==> src/rtl/inverse_permute_unit.sv <==
// inverse_permute_unit: streams SLICES 25-bit slices (in_valid/in_ready in, out_valid/out_ready out) through the inverse Keccak pi-step, framed by start/busy/done
module inverse_permute_unit #(
  parameter int SLICES = 64
) (
  input  logic        clk,
  input  logic        rst,
  input  logic        start,
  input  logic        in_valid,
  input  logic [24:0] in_data,
  output logic        in_ready,
  output logic        out_valid,
  output logic [24:0] out_data,
  input  logic        out_ready,
  output logic        busy,
  output logic        done
);
  localparam int CW = SLICES > 1 ? $clog2(SLICES) : 1;
  typedef enum logic [4:0] {
    IDLE     = 5'b00001,
    WAIT_IN  = 5'b00010,
    PERMUTE  = 5'b00100,
    WAIT_OUT = 5'b01000,
    DONE     = 5'b10000
  } state_t;
  state_t state;
  logic [CW-1:0] cnt;
  logic [24:0] in_reg, out_reg, inv;
  for (genvar u = 0; u < 5; u++) begin : g_u
    for (genvar v = 0; v < 5; v++) begin : g_v
      localparam int Y = ((2 * (u - v)) % 5 + 5) % 5;
      assign inv[5*v+u] = in_reg[5*Y+v];
    end
  end
  always_ff @(posedge clk) begin
    if (rst) begin
      state   <= IDLE;
      cnt     <= '0;
      in_reg  <= '0;
      out_reg <= '0;
    end else begin
      case (state)
        IDLE: begin
          cnt <= '0;
          if (start) state <= WAIT_IN;
        end
        WAIT_IN: if (in_valid) begin
          in_reg <= in_data;
          state  <= PERMUTE;
        end
        PERMUTE: begin
          out_reg <= inv;
          state   <= WAIT_OUT;
        end
        WAIT_OUT: if (out_ready) begin
          if (cnt == CW'(SLICES - 1)) state <= DONE;
          else begin
            cnt   <= cnt + 1'b1;
            state <= WAIT_IN;
          end
        end
        DONE: state <= IDLE;
        default: state <= IDLE;
      endcase
    end
  end
  assign in_ready  = state == WAIT_IN;
  assign out_valid = state == WAIT_OUT;
  assign out_data  = out_reg;
  assign busy      = state != IDLE;
  assign done      = state == DONE;
endmodule

==> config.mk <==
export PLATFORM = sky130hd
export DESIGN_NAME = inverse_permute_unit
export DESIGN_NICKNAME = d
export VERILOG_FILES = /design/src/rtl/inverse_permute_unit.sv
export SDC_FILE = /design/constraint.sdc
export NUM_CORES = 1
export LEC_CHECK = 0
export BUFFER_PORTS_ARGS = -buffer_cell sky130_fd_sc_hd__buf_2
export CORE_ASPECT_RATIO = 0.5
export CORE_MARGIN = 2
export CORE_UTILIZATION = 50
export DETAILED_ROUTE_END_ITERATION = 8
export MAX_ROUTING_LAYER = met4
export PLACE_DENSITY = 0.76
export SYNTH_ARGS = -nofsm -noshare
export SYNTH_HDL_FRONTEND = slang
export SYNTH_SLANG_ARGS = --single-unit
==> constraint.sdc <==
create_clock -name clk -period 2.9 [get_ports clk]
set_input_delay 0.145 -clock clk [delete_from_list [all_inputs] [get_ports clk]]
set_output_delay 0.145 -clock clk [all_outputs]
set_load 0.05 [all_outputs]
==> out/summary.txt <==
FINISH
------------------------------------------------------------------------------------
Layout Cell Area excl Fill ............................................    2893 um^2
Final nets ............................................................          372
Share of cells above drive strength 1 .................................       0.2486
Diode count ...........................................................            0
Layout-stage area growth over the synthesis result ....................       21.11%

WORST SETUP PATH
------------------------------------------------------------------------------------
Kind of end point of the critical path ................................ primary output
Kind of start point of the critical path ..............................    flip-flop
Signal arrival time at the worst endpoint .............................      1.96 ns
Number of buffer and inverter instances along the worst setup path ....            1
Number of cells traversed by the worst register-to-register path ......            3
Reg-to-reg endpoint ...................................................     state[0]
Data required time of the critical path ...............................      2.76 ns
Family with the most delay on the worst path .......................... simple AND/OR/NAND/NOR gates
CP max stage cell .....................................................       and2_1
Critical setup path kind .............................................. flip-flop to primary output
CP Cell Sequence ...................................................... nor4_1 -> and2_1 -> buf_2
Register-to-register setup slack ......................................      0.84 ns
Depth of the critical timing path with buffers and inverters included .            3
Critical Path Fanout Max ..............................................           13
R2r startpoint ........................................................     state[0]
Worst stage delay on the critical path ................................      0.51 ns
Worst Setup SP ........................................................     state[4]
CP endpoint ...........................................................     in_ready

FLOORPLAN
------------------------------------------------------------------------------------
Die Y .................................................................     52.88 um
Top-level I/O count ...................................................           59
Core Footprint ........................................................    4488 um^2
Die Outline Area ......................................................    5380 um^2
Row Count .............................................................           17
Initial Util ..........................................................       0.5322
Die width .............................................................     101.7 um

YOSYS
------------------------------------------------------------------------------------
Leading post-synthesis cells by instance count ........................ nand2_1, dfxtp_1, a21oi_1
Count of state elements after synthesis ...............................           61
Yosys synthesis warning count .........................................            0
Ys async rst share ....................................................            0
Count of flip-flops with a built-in enable after synthesis ............            0
Register area share after synthesis ...................................       0.5113
Synth unique cells ....................................................           36
Dominant cells by area after synthesis ................................ dfxtp_1, nand2_1, a21oi_1
Cell area after technology mapping ....................................    2389 um^2
Area share of the largest cell type after synthesis ...................       0.5113
Number of cells produced by synthesis .................................          288
Top_reg_cell synth ....................................................      dfxtp_1
Nets in the synthesized netlist .......................................          319
Dominant cell by count in the synthesized netlist .....................      nand2_1
Syn avg cell area .....................................................   8.294 um^2
Leading area contributor after synthesis ..............................      dfxtp_1

PWR
------------------------------------------------------------------------------------
LEAKAGE ...............................................................     1.095 nW
IR Drop Worst-Case VDD ................................................    0.3662 mV
PwrDens ............................................................... 613.9 nW/um^2

MIN PATH
------------------------------------------------------------------------------------
Kind of path behind the tightest hold check ........................... primary input to flip-flop

CTS
------------------------------------------------------------------------------------
Clock latency on the worst-skew pair ..................................      0.34 ns
Count of hold buffers inserted by post-cts repair .....................            0
Buffer levels on the longest clock path ...............................            2
Number of buffers added by the clock tree synthesis step ..............            9
CTS clk-pin slew, worst paths .........................................      0.07 ns
Root buffer selected by CTS ...........................................     clkbuf_8
Number of sinks driven by the clock tree ..............................           61
Post-CTS Setup Inserts ................................................            0
H-tree levels .........................................................            3
Resized Gates After CTS ...............................................            0
CTS tree ..............................................................         done

GRT
------------------------------------------------------------------------------------
Via count of the first global-routing pass ............................        1,930
Total congestion overflow .............................................            0
Wire length of the first global-routing pass ..........................     8.466 mm
GRT Util Overall ......................................................       0.2168
Initial antenna violation count .......................................            0
Pin count of the biggest net entering global routing ..................           33

DRT
------------------------------------------------------------------------------------
Drt drc ...............................................................            0
Sum of routed wire length over all layers .............................     5.295 mm
Final routed wire length divided by cell count ........................     12.85 um
DRC marker count from the first detailed-route iteration ..............           94
Total vias in the final route .........................................        2,127
DRT antenna net count .................................................            0
Vias per std cell .....................................................        5.163
DRT Pass-1 Iters ......................................................            4

RUN STATUS
------------------------------------------------------------------------------------
Outcome ............................................................... finished, final reports clean

STA
------------------------------------------------------------------------------------
Number of setup violations in the final report ........................            0
Total negative setup slack ............................................         0 ns
RSZ-0062 raised after global routing ..................................        false
Post-Route Skew .......................................................  0.005292 ns
Worst rel slew slack ..................................................       0.3392
Max Transition Viols Final ............................................            0
Highest clock rate ....................................................    474.1 MHz
Count of endpoints failing hold in the final timing report ............            0
Period minus WS final .................................................     2.109 ns
Tightest Pin Transition ...............................................    0.9913 ns
Period utilisation layout .............................................       0.7273

PLACED DESIGN
------------------------------------------------------------------------------------
IO buf count ..........................................................           58
Post-DP HPWL ..........................................................     3.506 mm
Placed Instance Area ..................................................    2694 um^2
Placer's final routability congestion estimate ........................       0.8059

RUN
------------------------------------------------------------------------------------
Maximum capacitance violations ........................................            0

## report_power, final
group	leakage, nW	switching [mW]	internal [mW]
clock	0.0918	0.343	0.398
sequential	0.492	0.0164	0.855
combinational	0.511	0.106	0.0565
## stage by stage
stage               power [mW]  std cells  hold slack, ns  utilization  worst slack (ns)
global placement         1.048        396          0.3976       0.6002            0.9010
floorplan                1.004        288          0.2925            -            0.8480
detailed placement       1.052        396          0.4064       0.6002            0.8677
CTS                      1.791        412         0.03783       0.6446            0.8158
finish                   1.776        412         0.04656       0.6446            0.7907
global route             1.848        412         0.04445       0.6446            0.6578
## tightest hold or removal path, delay by kind of cell
kind	cells	cell delay [ns]
buffers and inverters	1	0.10
AO/OA/AOI/OAI	1	0.05
AND/OR/NAND/NOR	1	0.05
## logic make-up after synthesis
| family | count (synthesis) | synth area share |
|---|---|---|
| compound gates | 69 | 0.1650 |
| flops | 61 | 0.5113 |
| mux | 1 | 0.004191 |
| fa+ha+maj | 1 | 0.005238 |
| buf+inv | 22 | 0.04400 |
| simple gates | 134 | 0.2703 |
## worst min path at each step
stage / endpoint / cells past startpoint / slack [ns] / startpoint
final: in_reg[6] / 3 / 0.05 / in_data[6]
after detailed placement: in_reg[5] / 3 / 0.41 / in_data[5]
after global routing: in_reg[3] / 3 / 0.04 / in_data[3]
after floorplan: in_reg[0] / 2 / 0.29 / in_data[0]
after global placement: in_reg[17] / 3 / 0.40 / in_data[17]
after CTS: in_reg[6] / 3 / 0.04 / in_data[6]
## cell type report
cell class / count / area [um^2]
Clock inverter: 7 / 75.07
Clock buffer: 9 / 123.9
Fill cell: 384 / 1595
Timing Repair Buffer: 62 / 320.3
Multi-Input combinational cell: 205 / 1062
Inverter: 2 / 7.507
Tap cell: 66 / 82.58
Sequential cell: 61 / 1221
## layer usage
| metal | wire (um) | GRT usage |
|---|---|---|
| met1 | 2429 | 0.2473 |
| met2 | 2579 | 0.3586 |
| met3 | 254 | 0.09115 |
| met4 | 31 | 0.05631 |
| met5 | 0 | - |
## cell usage in the layout (no fill, tap or decap), types with 2 or more instances in the layout
| master | instances |
|---|---|
| a21oi_1 | 55 |
| and3_1 | 2 |
| buf_2 | 58 |
| buf_4 | 4 |
| clkbuf_8 | 9 |
| clkinvlp_4 | 3 |
| dfxtp_1 | 61 |
| inv_1 | 2 |
| nand2_1 | 78 |
| nand3_1 | 30 |
| nand3b_1 | 4 |
| nor2_1 | 2 |
| nor3_1 | 3 |
| nor3b_4 | 2 |
| nor4_1 | 3 |
| o211ai_1 | 2 |
| o21bai_1 | 3 |
| or3_4 | 2 |
No activity file was read; power rests on OpenSTA's default activity.
